**src/rtl/modulation_az_seq.sv**
```systemverilog
// Auto-zero modulation sequencer: alternates pc-out signal samples with lo (zero)
// channel samples through precharge/settle phases, with registered control outputs.
module modulation_az_seq #(
    parameter int MUX_W = 4,
    parameter int N_LO = 4,
    parameter int CNT_W = 32,
    parameter logic [MUX_W-1:0] PC_OUT_VAL = 4'b1000,
    localparam int NLO_W = $clog2(N_LO + 1),
    localparam int IDX_W = (N_LO > 1) ? $clog2(N_LO) : 1
) (
    input  logic                   clk,
    input  logic                   reset,
    input  logic                   run,
    input  logic [1:0]             mode,
    input  logic [N_LO*MUX_W-1:0]  az_lo_vals,
    input  logic [NLO_W-1:0]       n_lo,
    input  logic [CNT_W-1:0]       clk_count_sample_n,
    input  logic [CNT_W-1:0]       clk_count_precharge_n,
    output logic                   sw_pc_ctl,
    output logic [MUX_W-1:0]       azmux,
    output logic                   sample_done,
    output logic                   sample_is_lo,
    output logic [IDX_W-1:0]       sample_idx,
    output logic                   led0,
    output logic [7:0]             monitor
);

    typedef enum logic [2:0] {
        S_IDLE      = 3'd0,
        S_BOOT      = 3'd1,
        S_SETTLE    = 3'd2,
        S_SIG       = 3'd3,
        S_REPROTECT = 3'd4,
        S_LO        = 3'd5,
        S_WRAP      = 3'd6
    } state_t;

    state_t            state, state_nx;
    logic [CNT_W-1:0]  cnt, cnt_nx;
    logic [1:0]        mode_l, mode_l_nx;
    logic [IDX_W-1:0]  idx_nx;
    logic [NLO_W-1:0]  n_lo_eff;
    logic [MUX_W-1:0]  lo_sel;
    logic              sw_nx, done_nx, is_lo_nx, led_nx;
    logic [MUX_W-1:0]  azmux_nx;
    logic [7:0]        mon_nx;

    // The counter holds clocks remaining after the current one, so a count of 0 behaves as 1.
    function automatic logic [CNT_W-1:0] reload(input logic [CNT_W-1:0] n);
        return (n == '0) ? '0 : n - CNT_W'(1);
    endfunction

    function automatic logic [IDX_W-1:0] next_idx(input logic [IDX_W-1:0] cur,
                                                  input logic [NLO_W-1:0] lim);
        return ((NLO_W'(cur) + NLO_W'(1)) >= lim) ? '0 : cur + IDX_W'(1);
    endfunction

    always_comb begin
        n_lo_eff = n_lo;
        if (n_lo == '0 || n_lo > NLO_W'(N_LO)) n_lo_eff = NLO_W'(N_LO);
    end

    always_comb begin
        state_nx  = state;
        cnt_nx    = cnt;
        mode_l_nx = mode_l;
        idx_nx    = sample_idx;
        case (state)
            S_IDLE: begin
                if (run && mode != 2'd0) begin
                    state_nx  = S_BOOT;
                    cnt_nx    = reload(clk_count_precharge_n);
                    mode_l_nx = mode;
                    idx_nx    = '0;
                end
            end
            S_BOOT: begin
                if (cnt != '0) cnt_nx = cnt - CNT_W'(1);
                else begin
                    state_nx = S_SETTLE;
                    cnt_nx   = reload(clk_count_precharge_n);
                end
            end
            S_SETTLE: begin
                if (cnt != '0) cnt_nx = cnt - CNT_W'(1);
                else begin
                    state_nx = S_SIG;
                    cnt_nx   = reload(clk_count_sample_n);
                end
            end
            S_SIG: begin
                if (cnt != '0) cnt_nx = cnt - CNT_W'(1);
                else if (mode_l == 2'd1) begin
                    state_nx = S_WRAP;
                    cnt_nx   = '0;
                end else begin
                    state_nx = S_REPROTECT;
                    cnt_nx   = reload(clk_count_precharge_n);
                end
            end
            S_REPROTECT: begin
                if (cnt != '0) cnt_nx = cnt - CNT_W'(1);
                else begin
                    state_nx = S_LO;
                    cnt_nx   = reload(clk_count_sample_n);
                end
            end
            S_LO: begin
                if (cnt != '0) cnt_nx = cnt - CNT_W'(1);
                else begin
                    state_nx = S_WRAP;
                    cnt_nx   = '0;
                end
            end
            S_WRAP: begin
                // Run/mode requests are only honoured here so a cycle is never cut short.
                if (!run || mode == 2'd0) begin
                    state_nx = S_IDLE;
                    cnt_nx   = '0;
                end else if (mode != mode_l) begin
                    state_nx  = S_BOOT;
                    cnt_nx    = reload(clk_count_precharge_n);
                    mode_l_nx = mode;
                    idx_nx    = '0;
                end else if (mode_l == 2'd1) begin
                    state_nx = S_SIG;
                    cnt_nx   = reload(clk_count_sample_n);
                end else begin
                    state_nx = S_SETTLE;
                    cnt_nx   = reload(clk_count_precharge_n);
                    if (mode_l == 2'd3) idx_nx = next_idx(sample_idx, n_lo_eff);
                end
            end
            default: begin
                state_nx = S_IDLE;
                cnt_nx   = '0;
            end
        endcase
    end

    always_comb begin
        lo_sel = PC_OUT_VAL;
        for (int k = 0; k < N_LO; k++) begin
            if (int'(idx_nx) == k) lo_sel = az_lo_vals[k*MUX_W +: MUX_W];
        end
    end

    // Outputs are decoded from the next state so the registered values line up with the state.
    always_comb begin
        sw_nx    = (state_nx == S_SIG) || (state_nx == S_WRAP && mode_l_nx == 2'd1);
        azmux_nx = (state_nx == S_LO) ? lo_sel : PC_OUT_VAL;
        done_nx  = (state_nx == S_SIG || state_nx == S_LO) && cnt_nx == '0;
        is_lo_nx = (state_nx == S_LO) && cnt_nx == '0;
        led_nx   = (state_nx == S_SIG);
        mon_nx   = {state_nx == S_WRAP, state_nx, state_nx == S_LO, done_nx, sw_nx,
                    azmux_nx == PC_OUT_VAL};
    end

    always_ff @(posedge clk) begin
        if (!reset) begin
            state        <= S_IDLE;
            cnt          <= '0;
            mode_l       <= 2'd0;
            sample_idx   <= '0;
            sw_pc_ctl    <= 1'b0;
            azmux        <= PC_OUT_VAL;
            sample_done  <= 1'b0;
            sample_is_lo <= 1'b0;
            led0         <= 1'b0;
            monitor      <= 8'd0;
        end else begin
            state        <= state_nx;
            cnt          <= cnt_nx;
            mode_l       <= mode_l_nx;
            sample_idx   <= idx_nx;
            sw_pc_ctl    <= sw_nx;
            azmux        <= azmux_nx;
            sample_done  <= done_nx;
            sample_is_lo <= is_lo_nx;
            led0         <= led_nx;
            monitor      <= mon_nx;
        end
    end

endmodule

```
**config.mk**
```make
export PLATFORM = sky130hd
export DESIGN_NAME = modulation_az_seq
export DESIGN_NICKNAME = d
export VERILOG_FILES = /design/src/rtl/modulation_az_seq.sv
export SDC_FILE = /design/constraint.sdc
export NUM_CORES = 1
export LEC_CHECK = 0
export ABC_AREA = 1
export ABC_CLOCK_PERIOD_IN_PS = 2950
export CORE_UTILIZATION = 47
export CTS_CLUSTER_SIZE = 8
export DETAILED_ROUTE_END_ITERATION = 12
export DONT_BUFFER_PORTS = 1
export MAX_ROUTING_LAYER = met4
export SLEW_MARGIN = 15
export SYNTH_ARGS = -nofsm -noshare
export SYNTH_HDL_FRONTEND = slang
export SYNTH_SLANG_ARGS = --single-unit
```
**constraint.sdc**
```tcl
create_clock -name clk -period 2.95 [get_ports clk]
set_clock_uncertainty 0.1 [all_clocks]
set_input_delay 0.59 -clock clk [delete_from_list [all_inputs] [get_ports clk]]
set_output_delay 0.59 -clock clk [all_outputs]
set_load 0.02 [all_outputs]
```
# Word-level counts from Yosys, hierarchy flattened
# Index checks and enable logic that the tools add are counted.
[word_totals]
regBits = 55
in_bits = 88
out_inout_bits = 18
[op_classes]
add_sub_neg = 5
n_reduce_logical = 19
eq_ne = 17
order_cmp = 2
n_mux = 40
[op_table]
columns = ["op", "count"]
rows = [
  ["$mux W32", 11],
  ["$pmux W32 S6", 1],
  ["$logic_not A32 Y1", 3],
  ["$sub A32 B1 Y32 const B", 3],
  ["$reduce_bool A32 Y1", 1],
  ["$mux W2", 12],
  ["$mux W3", 7],
  ["$pmux W3 S7", 1],
  ["$mux W4", 5],
  ["$eq A3 B3 Y1 const B", 5],
  ["$eq A3 B2 Y1 const B", 3],
  ["$pmux W2 S2", 2],
  ["$eq A2 B1 Y1 const B", 3],
  ["$eq A2 B2 Y1 const B", 3],
  ["$logic_not A3 Y1", 2],
  ["$eq A4 B4 Y1 const B", 1],
  ["$logic_and A1 B1 Y1", 4],
  ["$logic_not A2 Y1", 2],
  ["$logic_or A1 B1 Y1", 4],
  ["$add A2 B1 Y3 const B", 1],
  ["$eq A3 B1 Y1 const B", 1],
  ["$ge A3 B3 Y1", 1],
  ["$gt A3 B3 Y1 const B", 1],
  ["$add A2 B1 Y2 const B", 1],
  ["other kinds (5)", 5],
]

# Depth between registers and ports, before layout
[logic_depth]
ltp_word = 17
ltp_mapped = 21
mapped_depth_nobuf = 21

# Worst setup path before layout
# Ideal clock, no wire load.
[synth_timing]
path_kind = "input-to-reg"
start = "in n_lo[0]"
end = "reg monitor[0]"
path_stages = 19
t_required_ns = 2.786
arrival_ns = 2.702
setup_slack_ns = 0.084
setup_time_ns = 0.064
cell_sequence = "or2_2 -> ha_1 -> nor2_1 -> ha_1 -> o21ai_0 -> a21boi_0 -> nor3_1 -> nand3_1 -> nand2_1 -> inv_1 -> nand2_1 -> inv_2 -> nand2_1 -> nand2_1 -> o21ai_1 -> nand2_1 -> nand2_1 -> nand2_1 -> nor2_1"
[synth_via]
elab_chain_cells = 17
elab_cells_between_ends = 21
[synth_lines]
columns = ["element", "line", "text"]
rows = [
  ["from (decl)", "16", "input logic [NLO_W-1:0] n_lo,"],
  ["$gt A3 B3 Y1 or $logic_not A3 Y1 (tied branches)", "60", "if (n_lo == '0 || n_lo > NLO_W'(N_LO)) n_lo_eff = NLO_W'(N_LO);"],
  ["$logic_or A1 B1 Y1", "60", ""],
  ["$mux W3 *", "60", ""],
  ["$ge A3 B3 Y1 *", "55", "return ((NLO_W'(cur) + NLO_W'(1)) >= lim) ? '0 : cur + IDX_W'(1);"],
  ["$mux W2 *", "55", ""],
  ["$mux W2 *", "131", "if (mode_l == 2'd3) idx_nx = next_idx(sample_idx, n_lo_eff);"],
  ["$mux W2 *", "125", "end else if (mode_l == 2'd1) begin"],
  ["$mux W2 *", "120", "end else if (mode != mode_l) begin"],
  ["$mux W2 *", "117", "if (!run || mode == 2'd0) begin"],
  ["$pmux W2 S2 *", "68", "case (state)"],
  ["$logic_not A2 Y1", "144", "if (int'(idx_nx) == k) lo_sel = az_lo_vals[k*MUX_W +: MUX_W];"],
  ["$mux W4 (3 in a row)", "144", ""],
  ["$mux W4 *", "144", ""],
  ["$mux W4 *", "151", "azmux_nx = (state_nx == S_LO) ? lo_sel : PC_OUT_VAL;"],
  ["$eq A4 B4 Y1 *", "156", "azmux_nx == PC_OUT_VAL};"],
  ["to (signal assigned)", "181", "monitor <= mon_nx;"],
  ["to (decl)", "25", "output logic [7:0] monitor"],
]
# Every way passes the cells marked *; elsewhere a longest branch is shown, timed or not.
# A chain may end at the register's enable or synchronous reset.

# Worst setup path in the final report
[layout_timing]
start = "reg cnt[0]"
end = "reg sample_is_lo"
[layout_via]
elab_chain_cells = 5
elab_cells_between_ends = 17
[layout_lines]
columns = ["element", "line", "text"]
rows = [
  ["from (decl)", "39", "logic [CNT_W-1:0] cnt, cnt_nx;"],
  ["from (signal assigned)", "173", "cnt <= cnt_nx;"],
  ["$sub A32 B1 Y32 or $reduce_bool A32 Y1 (tied branches)", "-", ""],
  ["$mux W32 (tied with other cells)", "109", "if (cnt != '0) cnt_nx = cnt - CNT_W'(1);"],
  ["$pmux W32 S6 or $pmux W3 S7 (tied branches)", "68", ""],
  ["$logic_not A32 Y1 or $eq A3 B3 Y1 (tied branches)", "153", "is_lo_nx = (state_nx == S_LO) && cnt_nx == '0;"],
  ["$logic_and A1 B1 Y1 *", "153", ""],
  ["to (signal assigned)", "179", "sample_is_lo <= is_lo_nx;"],
  ["to (decl)", "22", "output logic sample_is_lo,"],
]
# Marks and branches as above.

==> summary.md <==
| Metric | Value |
|---|---|
| Result of the run | `finished clean` |
| Crit Reg-Reg Endpoint | `sample_is_lo$_SDFF_PN0_` |
| Slowest cell on the critical path | `dfxtp_1` |
| Final worst setup slack | `168 ps` |
| Length in cells of the worst reg-to-reg path | `16` |
| Number of port buffers | `0` |
| Kind of end point of the critical path | `flip-flop` |
| Post-synthesis register bit count | `50` |
| Inserted Clock Buffers | `5` |
| Placeable Area | `15400 um2` |
| Top-count cell post-synth | `nand2_1` |
| Critical Path Source Type | `flip-flop` |
| Avg Vias per Cell | `roughly 5.5` |
| Commonest cells post-synth | `nand2_1, nor2_1, inv_1` |
| Clk slew on worst S/H paths | `70 ps` |
| Row count | `45` |
| Fraction of layout instances using a drive strength above 1 | `between 10% and 20%` |
| Count of buffer and inverter cells on the critical path | `2` |
| Mapped cell area | `7510 um2` |
| Via count of the first global-routing pass | `9005` |
| CP Max Fanout | `4` |
| Unrepaired setup endpoints after global routing | `false` |
| Half-perimeter wire length after placement | `23600 um` |
| Layout Nets | `1649` |
| Worst min-delay path category | `in -> reg` |
| Maximum vdd drop | `0.234 mV` |
| H-tree depth | `2` |
| Post-Synthesis Mean Instance Area | `5.00 um2` |
| Dominant cell type by area after synthesis | `nand2_1` |
| Post-place instance area | `8200 um2` |
| Final RePlAce weighted congestion | `1.04` |
| Die ar. | `16500 um2` |
| Arr. time, crit path | `between 2000 and 3000 ps` |
| Minimum clock period | `about 2800 ps` |
| TritonCTS clock tree | `yes` |
| Power Density | `325 nW/um2` |
| Final clock period utilization by the worst path | `roughly 94%` |
| Setup violations, final | `0` |
| Area grow syn2layout | `12.2%` |
| Critical R2R Launch | `cnt[0]$_SDFF_PN0_` |
| Die X-Extent | `128 um` |
| Hold path depth | `1` |
| Cell family contributing the most delay on the critical path | `simple AND/OR/NAND/NOR gates` |
| Worst slew margin relative to its limit | `49.5%` |
| Max-cap violations | `0` |
| Yosys top cell area share | `29.1%` |
| Clock net sink count | `50` |
| Total number of yosys warnings | `0` |
| Hold wc startpoint | `reset` |
| Required time of the critical path | `3070 ps` |
| Clock insertion delay at the later pin of the skew report | `300 ps` |
| Placed cells | `between 1500 and 2000` |
| Post-synth top flop | `dfxtp_1` |
| Critical path origin | `cnt[0]$_SDFF_PN0_` |
| Sequential fraction of the synthesis area | `a little over an eighth` |
| Async set or reset register ratio after synthesis | `0%` |
| Classification of the worst setup path | `reg -> reg` |
| Distinct cell type count of the synthesized netlist | `39` |
| Power, Total | `0.00274 W` |
| Final standard cell count with taps included and fillers excluded | `~1800` |
| Minimum setup slack after placement | `-44.1 ps` |
| Count of pins over their slew limit | `0` |
| Post-route ant nets | `0` |
| Diode insertion count for antenna repair | `0` |
| Delay contributed by the slowest stage of the critical path | `320 ps` |
| Maximum number of pins on one net before global-route repair | `60` |
| Library cell used as clock root buffer | `clkbuf_16` |
| Worst-margin pin slew | `755 ps` |
| Number of DRC violations after detailed routing | `0` |
| Final routed wire length divided by cell count | `16.8 um` |
| Total nets after synthesis | `around 1600` |
| Final count of hold timing violations | `0` |
| Post-synth EDFFs | `0` |
| Cells traversed along the worst timing path | `inv_1 > buf_4 > ha_1 > nand2_1 > nor2_2 > nand2_1 > nor2_1 > xor2_1 > or2_2 > nand2_1 > nand2_1 > nor2_1 > nand2_1 > nor2_1 > nand2_1 > nor3_1` |
| Routed via count | `9663` |
| Wire length of the first global-routing pass | `between 40000 and 50000 um` |
| Total length of routed wires | `29600 um` |
| Maximum count of clock buffers along a single path | `2` |
| Die H | `128 um` |
| Effective utilization at floorplan | `48.8%` |
| Leftover overflow at the end of global routing | `0` |
| Global router's overall resource usage | `37.3%` |
| Count of hold buffers inserted by post-cts repair | `0` |
| Most common cell type on the critical path | `nand2_1` |
| Peak clock frequency supported by timing | `360 MHz` |
| Ranking of synthesized cells by area | `nand2_1, nor2_1, dfxtp_1` |
| Number of DRC markers after the initial detailed-route iteration | `1049` |
| Layout Cell Area excl Fill | `8420 um2` |
| Register-to-Register Setup Slack | `170 ps` |
| First-pass iteration count of the detailed router | `5` |
| Post-synthesis instance total | `1500` |
| Hold Path End | `azmux[3]$_SDFF_PN1_` |
| I/O pin total | `106` |
| Antenna violations before repair | `0` |
| Static leakage | `4.24 nW` |
## repair_timing
action | in CTS | in global routing
cloned | 0 | 1
endpoints found under the setup margin | 2 | 2
gates resized for setup | 1 | 11
buffers inserted | 0 | 0
pin swaps | 0 | 0
## stage by stage
stage | hold WS (ps) | util, % | TNS, ps
after CTS | 278 | 54.4 | 0
after floorplan | 397 | - | 0
after global routing | 276 | 54.8 | 0
after detailed placement | 433 | 53.3 | -101
final | 273 | 54.8 | 0
after global placement | 423 | 53.3 | 0
## cell usage in the layout (no fill, tap or decap), drive strengths merged
master    Yosys  routed
a21boi        1       1
a21o          2       2
a21oi        45      45
a31oi         3       3
and2          1       1
buf          23      82
clkbuf       15       7
clkinv        4       4
clkinvlp      0       1
dfxtp        50      50
ha            9       9
inv         145     146
nand2       588     588
nand3       130     130
nand3b        3       3
nand4        41      41
nor2        301     301
nor2b         1       1
nor3          8       8
o211ai        1       1
o21a          1       1
o21ai        56      56
o21bai       10      10
o22ai         6       6
o31ai         1       1
or2          17      17
xnor2         4       4
xor2         34      34
## power breakdown
part | internal (W) | leakage (nW) | switching (W)
clock network | 0.000342 | 0.0735 | 0.000299
registers | 0.000722 | 0.409 | 0.0000405
logic | 0.000478 | 3.76 | 0.000858
total | 0.00154 | 4.24 | 0.00120
## worst max-delay path by stage
stage	endpoint	slack (ps)	cells after the start
final	sample_is_lo$_SDFF_PN0_	170	16
after global routing	monitor[2]$_SDFF_PN0_	0.03	18
after CTS	sample_is_lo$_SDFF_PN0_	150	16
after detailed placement	monitor[2]$_SDFF_PN0_	-40	17
after global placement	monitor[0]$_SDFF_PN0_	10	17
after floorplan	monitor[0]$_SDFF_PN0_	80	19
## registers in the layout, summed over array words and instances (netlist names)
| signal | cells |
|---|---|
| cnt | 32 |
| mode_l | 2 |
| sample_idx | 2 |
| azmux | 4 |
| sample_is_lo | 1 |
| monitor | 8 |
| led0 | 1 |
## logic make-up (layout without fill, tap and decap cells)
family / count (synthesis) / in the layout / synth area share [%]
AOI/OAI and AO/OA: 126 / 126 / 9.35
xor gates and xnor gates: 38 / 38 / 4.43
adders and majority gates: 9 / 9 / 1.50
buffers and inverters: 187 / 240 / 10.3
DFF: 50 / 50 / 13.3
and+or+nand+nor: 1090 / 1090 / 61.1
## worst register-to-register path, delay by kind of cell (launching register included)
family | cells | cell delay, ps
xor+xnor | 1 | 120
flops | 1 | 320
fa+ha+maj | 1 | 200
buf+inv | 2 | 210
simple gates | 12 | 1750
## final cells by class
class	count	area, um2
inverter	149	559
fill	1724	6950
sequential	50	1000
multi-input combinational	1263	5760
clock buffer	6	139
tap	211	264
clock inverter	2	16.3
timing repair buffer	83	677
## layer usage
layer / up-vias / track usage (%) / share of wire, %
met5: - / - / 0
met4: 0 / 16.1 / 4.3
met3: 67 / 8.36 / 11
met2: 484 / 56.2 / 42
met1: 4285 / 47.5 / 43
li1: 4827 / - / -
No activity file was read; power rests on OpenSTA's default activity.
